<file path="config.mk">
export PLATFORM = sky130hd
export DESIGN_NAME = reg_file
export DESIGN_NICKNAME = d
export VERILOG_FILES = /design/src/rtl/reg_file.sv
export SDC_FILE = /design/constraint.sdc
export NUM_CORES = 2
export LEC_CHECK = 0
export ABC_AREA = 1
export CORE_MARGIN = 2
export CORE_UTILIZATION = 25
export DETAILED_ROUTE_END_ITERATION = 10
export PLACE_DENSITY_LB_ADDON = 0.15
export SLEW_MARGIN = 20
export SYNTH_ARGS = -nofsm -noshare
export SYNTH_HDL_FRONTEND = slang
export SYNTH_SLANG_ARGS = --single-unit
</file>
<file path="constraint.sdc">
create_clock -name clk -period 3.2 [get_ports clk]
set_input_delay 0.96 -clock clk [delete_from_list [all_inputs] [get_ports clk]]
set_output_delay 0.96 -clock clk [all_outputs]
set_load 0.01 [all_outputs]
</file>
<file path="src/rtl/reg_file.sv">
// Two-read / one-write register file, register 0 hardwired to zero.
// Define REG_FILE_BYPASS_EN to forward same-cycle write data to the read ports.
module reg_file #(
  parameter int DATA_WIDTH = 32,
  parameter int NUM_REGS   = 32,
  localparam int AW = (NUM_REGS > 1) ? $clog2(NUM_REGS) : 1
) (
  input  logic                  clk,
  input  logic                  reset_n,
  input  logic [AW-1:0]         rd1,
  input  logic [AW-1:0]         rd2,
  input  logic [AW-1:0]         wr,
  input  logic [DATA_WIDTH-1:0] wr_data,
  input  logic                  wr_en,
  output logic [DATA_WIDTH-1:0] rd1_data,
  output logic [DATA_WIDTH-1:0] rd2_data
);

  logic [DATA_WIDTH-1:0] regs_q [NUM_REGS];
  logic                  we_d;

  // Address 0 and addresses past the array hold no storage.
  function automatic logic live(input logic [AW-1:0] a);
    return (a != '0) && (32'(a) < 32'(NUM_REGS));
  endfunction

  // Qualified write strobe: drops writes to zero/unbacked addresses.
  always_comb begin
    we_d = wr_en && live(wr);
  end

  // Storage: async clear, one write per rising edge.
  always_ff @(posedge clk or negedge reset_n) begin
    if (!reset_n) begin
      for (int i = 0; i < NUM_REGS; i++) begin
        regs_q[i] <= '0;
      end
    end else if (we_d) begin
      regs_q[wr] <= wr_data;
    end
  end

  // Port 1 combinational read, optional write forwarding.
  always_comb begin
    rd1_data = live(rd1) ? regs_q[rd1] : '0;
`ifdef REG_FILE_BYPASS_EN
    if (we_d && (rd1 == wr)) begin
      rd1_data = wr_data;
    end
`endif
  end

  // Port 2 combinational read, optional write forwarding.
  always_comb begin
    rd2_data = live(rd2) ? regs_q[rd2] : '0;
`ifdef REG_FILE_BYPASS_EN
    if (we_d && (rd2 == wr)) begin
      rd2_data = wr_data;
    end
`endif
  end

`ifndef SYNTHESIS
  task automatic display_registers();
    for (int i = 0; i < NUM_REGS; i++) begin
      $display("r%0d = 0x%h", i, regs_q[i]);
    end
  endtask
`endif

endmodule

</file>
Yosys cells after proc, flatten, opt, wreduce, memory -nomap -nowiden. Cells that the tools add are included.

Div/mod/pow operators: 0. Shifts and indexed selects: 0. $add $sub $neg: 0. Multiply operators: 0. Order comparisons: 4. Eq/ne operators: 0. Multiplexer cells: 11. Reduce and logical (&&, ||, !) cells: 5. Bitwise logic cells: 3.

Operators by type and width (number): $bwmux 1024 (1); $bmux 32 s5 (2); $mux 32 (7); $demux 32 s5 (1); $ge 6x6->1 const B (3); $not 5->6 (3); $reduce_bool 5->1 (3); $lt 6x1->1 const B (1); $logic_and 1x1->1 (2).

Register bits after elaboration: 1024. Bits in writable memories: 0. Bits in read-only memories: 0. Memories kept: 0. Word-level logic and storage cells: 55. Output and inout port bits: 64. Bits in latches: 0.

Logic depth before layout (Yosys ltp).
Depth after elaboration: 6. Depth in mapped cells: 13. Depth with buffers taken out: 10.

Worst setup path after synthesis. No wires, ideal clock.

Kind: input-to-output. Start point: input port rd2[0]. End point: output port rd2_data[23]. Path slack: -0.024 ns. Required time: 2.240 ns. Cell stages on the path: 12. Buffers on the path: 3. Data arrival time: 2.264 ns. Cells stage by stage: buf_2 -> clkinv_1 -> clkbuf_1 -> clkbuf_1 -> nand2_1 -> nand3_1 -> nand3_1 -> nand2_1 -> nand2_1 -> nand3_1 -> nand2_1 -> nor2_1.

Word-level cells in the longest chain between the ends: 5.

Ends and longest elaborated chain: start, declared (line 11) `input logic [AW-1:0] rd2,`; $not 5->6 (implied by the code) (line 55) `rd2_data = live(rd2) ? regs_q[rd2] : '0;`; $bmux 32 s5 (line 55); $mux 32 (implied by the code) (2 in a row) (line 55); $mux 32 (*) (line 55); end, declared (line 16) `output logic [DATA_WIDTH-1:0] rd2_data`.

Every way passes the cells marked *; elsewhere a longest branch is shown, timed or not. The select of a mux whose other input is x is not followed.

Final worst setup path.
Start point: input port rd2[0]. End point: output port rd2_data[22].

Same word-level chain as after synthesis.

==> metrics list <==
- Critical path launch point type: primary input
- Class of the most critical setup path: primary input to output pin
- Cell Area, Placed: 66,710 um^2
- In this run the core area contains 175 standard-cell rows.
* Die width: 482.1 um
- Pre-CTS worst setup slack: -1302 ps
* Worst setup margin: -411.1 ps
- Post-synth net total: 8,372
- Die area: 232,400 um^2
- Clock insertion delay at the later pin of the skew report: 780 ps
- Max FFs per register: 1,024
- CTS sink cnt: 1,024
- Worst Hold Margin: 403.9 ps
- Power spread over the standard cell area amounts to 560.5 nW/um^2.
- Final-stage net count: 8,737
* Run status: finished, violations left
* Overall power consumption: 44.07 mW
- CP Capture Type: output pin
- The tool flagged a number of max-cap violations equal to 0.
* Global-route total usage across every layer: 24.38%
- The area growth from synthesis to layout is 37.56%.
* Fill count: 23,960
* Routed vias/inst: 5.113
* Cell area after layout: 78,620 um^2
* Post-synth top cells: nand2_1, nand3_1, dfrtp_1
- Largest net degree at the start of global routing: 97
* Count of final max-slew check failures: 0
* Half-perimeter wire length of the detailed placement result: 174,300 um
* Total of endpoints with negative setup slack in the final report: 64
- Max Buffers Root-to-Sink: 3
- Weighted congestion at the end of routability-driven global placement: 0.8481
* CTS tree: yes
- Adding up every negative setup slack in the final design gives -19,490 ps.
- The clock tree synthesis step divided the H-tree into 4 levels.
- Count of warnings emitted by yosys: 0
* Library cell with the highest instance count after synthesis: nand2_1
* Clock transition at the registers of the reported paths: 60 ps
- Leak: 36.15 nW
* Worst Path Required: 2240 ps
* Remaining number of nets flagged by the antenna check after routing: 0
- First-pass GRT wire length: 418,700 um
- Of all nets on the critical path, the largest fanout is 8.
* Final WL: 289,300 um
- Router iterations before antenna repair: 6
* Number of global-route vias before repair: 58,070
* Total vias in the final route: 60,290
- Number of synthesized flops with an enable pin: 0
* Area share of the largest cell type after synthesis: 44.84%
- Count of buffers inserted at the top-level ports: 113
- RSZ-0062 raised after global routing: true
* Synth Flop Type: dfrtp_1
- Leftover overflow at the end of global routing: 0
- Of the synthesized area, sequential elements account for 44.84%.
- Synth Cell Area: 57,150 um^2
* Distinct cell type count after synthesis: 27
- In the routed design, unresolved DRC markers number 0.
- Violated checks: negative setup slack
* Number of antenna violations at the first check in global routing: 6
- Highest Clock Rate: 0.2769 GHz
- For the worst setup path, the data arrival time is 2650 ps.
- After detailed placement, the design holds a cell count of 11,330.
- Syn Area/Cell: 6.867 um^2
- Worst relative slew slack: 54.24%
- WL/cell: 24.53 um
- Ranked by total cell area, the synthesized netlist is headed by dfrtp_1, nand2_1, nand3_1.
- In this run, the number of DRC markers left after iteration 0 of detailed routing was 5,887.
- In this run the vertical extent of the chip is 482.1 um.
- The min-delay analysis places its worst path in the category flip-flop to flip-flop.
- At the pin with the least slew margin, the transition time is 686.4 ps.
- The core region is 227,300 um^2.
- Share of cells above drive strength 1: 20.11%
- Clock buffer count from CTS: 130
- Synth area leader: dfrtp_1
- The worst path in the final design needs a cycle of 3611 ps, including I/O delays and setup.
- The finished layout holds 11,790 standard cells, fillers aside.
- Counting flops per register, the top entry is regs_q.
- CTS placed an instance of clkbuf_16 at the clock tree root.
* Share of synthesized flip-flops with an asynchronous set or reset: 100.0%
- Synthesis produced 8,322 cells.
* Number of top-level design ports: 114
- Initial Utilization: 25.15%
- The largest registers in the layout are regs_q (1024).
- IR analysis of the VDD net gives a maximum drop of 0.3931 mV.
- The final hold violation count came to 0.
- Final clock skew: 0 ps
* Share of the clock period used by the worst path: 112.8%
- Counting flops and latches in the post-synthesis netlist gives 1,024.
- At the end of the flow the core is filled with cells to 34.59%.
timing repair:
item                        CTS  global route
gates cloned                 80            16
resized for setup          1009           298
hold buffers                  1             0
setup endpoints to repair    64            64
hold endpoints to repair      4             0
pin swaps                   220           171
buffers inserted            128            44
routing by layer:
layer / track usage (%) / vias to the layer above / wire, um
li1: - / 27900 / -
met1: 32.66 / 29660 / 126500
met2: 39.68 / 2245 / 134600
met3: 3.044 / 493 / 15520
met4: 9.995 / 0 / 12600
met5: 0 / - / 0
final timing paths:
check                        startpoint            to  slack (ps)  depth (start not counted)
max reg2reg                 regs_q[316]   regs_q[316]        2450                          2
min reg2reg                regs_q[1010]  regs_q[1010]         400                          0
max                              rd2[0]  rd2_data[22]        -410                         14
min in group asynchronous       reset_n    regs_q[83]         620                          2
max in group asynchronous       reset_n   regs_q[876]        1470                          5
min                        regs_q[1010]  regs_q[1010]         400                          0
kinds of logic (layout without fill, tap and decap cells):
| kind of cell | after synthesis | in the layout | share of synthesized area, % |
|---|---|---|---|
| buffers and inverters | 872 | 1332 | 6.520 |
| AO/OA/AOI/OAI | 1240 | 1240 | 11.03 |
| AND/OR/NAND/NOR | 5186 | 5186 | 37.61 |
| flip-flops | 1024 | 1024 | 44.84 |
| other | 0 | 2 | 0 |
final cells by class:
| class | instances | area, um^2 | area share (%) |
|---|---|---|---|
| Antenna cell | 2 | 5.005 | 0.006366 |
| Clock buffer | 190 | 3908 | 4.970 |
| Clock inverter | 37 | 356.6 | 0.4536 |
| Inverter | 114 | 530.5 | 0.6748 |
| Multi-Input combinational cell | 6426 | 30210 | 38.42 |
| Sequential cell | 1024 | 25620 | 32.59 |
| Tap cell | 3009 | 3765 | 4.789 |
| Timing Repair Buffer | 986 | 14140 | 17.98 |
| Timing Repair inverter | 5 | 83.83 | 0.1066 |
power by group:
group	total [mW]	switching, mW	internal, mW
logic	10.9	6.19	4.67
clock network	15.1	6.19	8.91
registers	18.1	2.39	15.7
worst max-delay path: stages:
cell and delay [ps]:
buf_16 160, clkinv_16 90, buf_12 120, buf_16 160, clkbuf_16 190, nand2_2 50, nand3_2 60, nand3_2 70
nand2_2 100, nand2_2 60, nand2_2 70, nor2_4 50, nor2_4 310, buf_6 160
layout by cell type (no fill, tap or decap), types with 150 or more instances in the layout:
| cell | n |
|---|---|
| nand2_1 | 2742 |
| nand3_1 | 1186 |
| dfrtp_1 | 1024 |
| nor2_1 | 692 |
| a21oi_1 | 656 |
| o21ai_0 | 492 |
| buf_4 | 390 |
| buf_12 | 263 |
| nand3_2 | 178 |
| nand2_2 | 176 |
| clkbuf_16 | 150 |
Power figures use the tool's default switching activity.
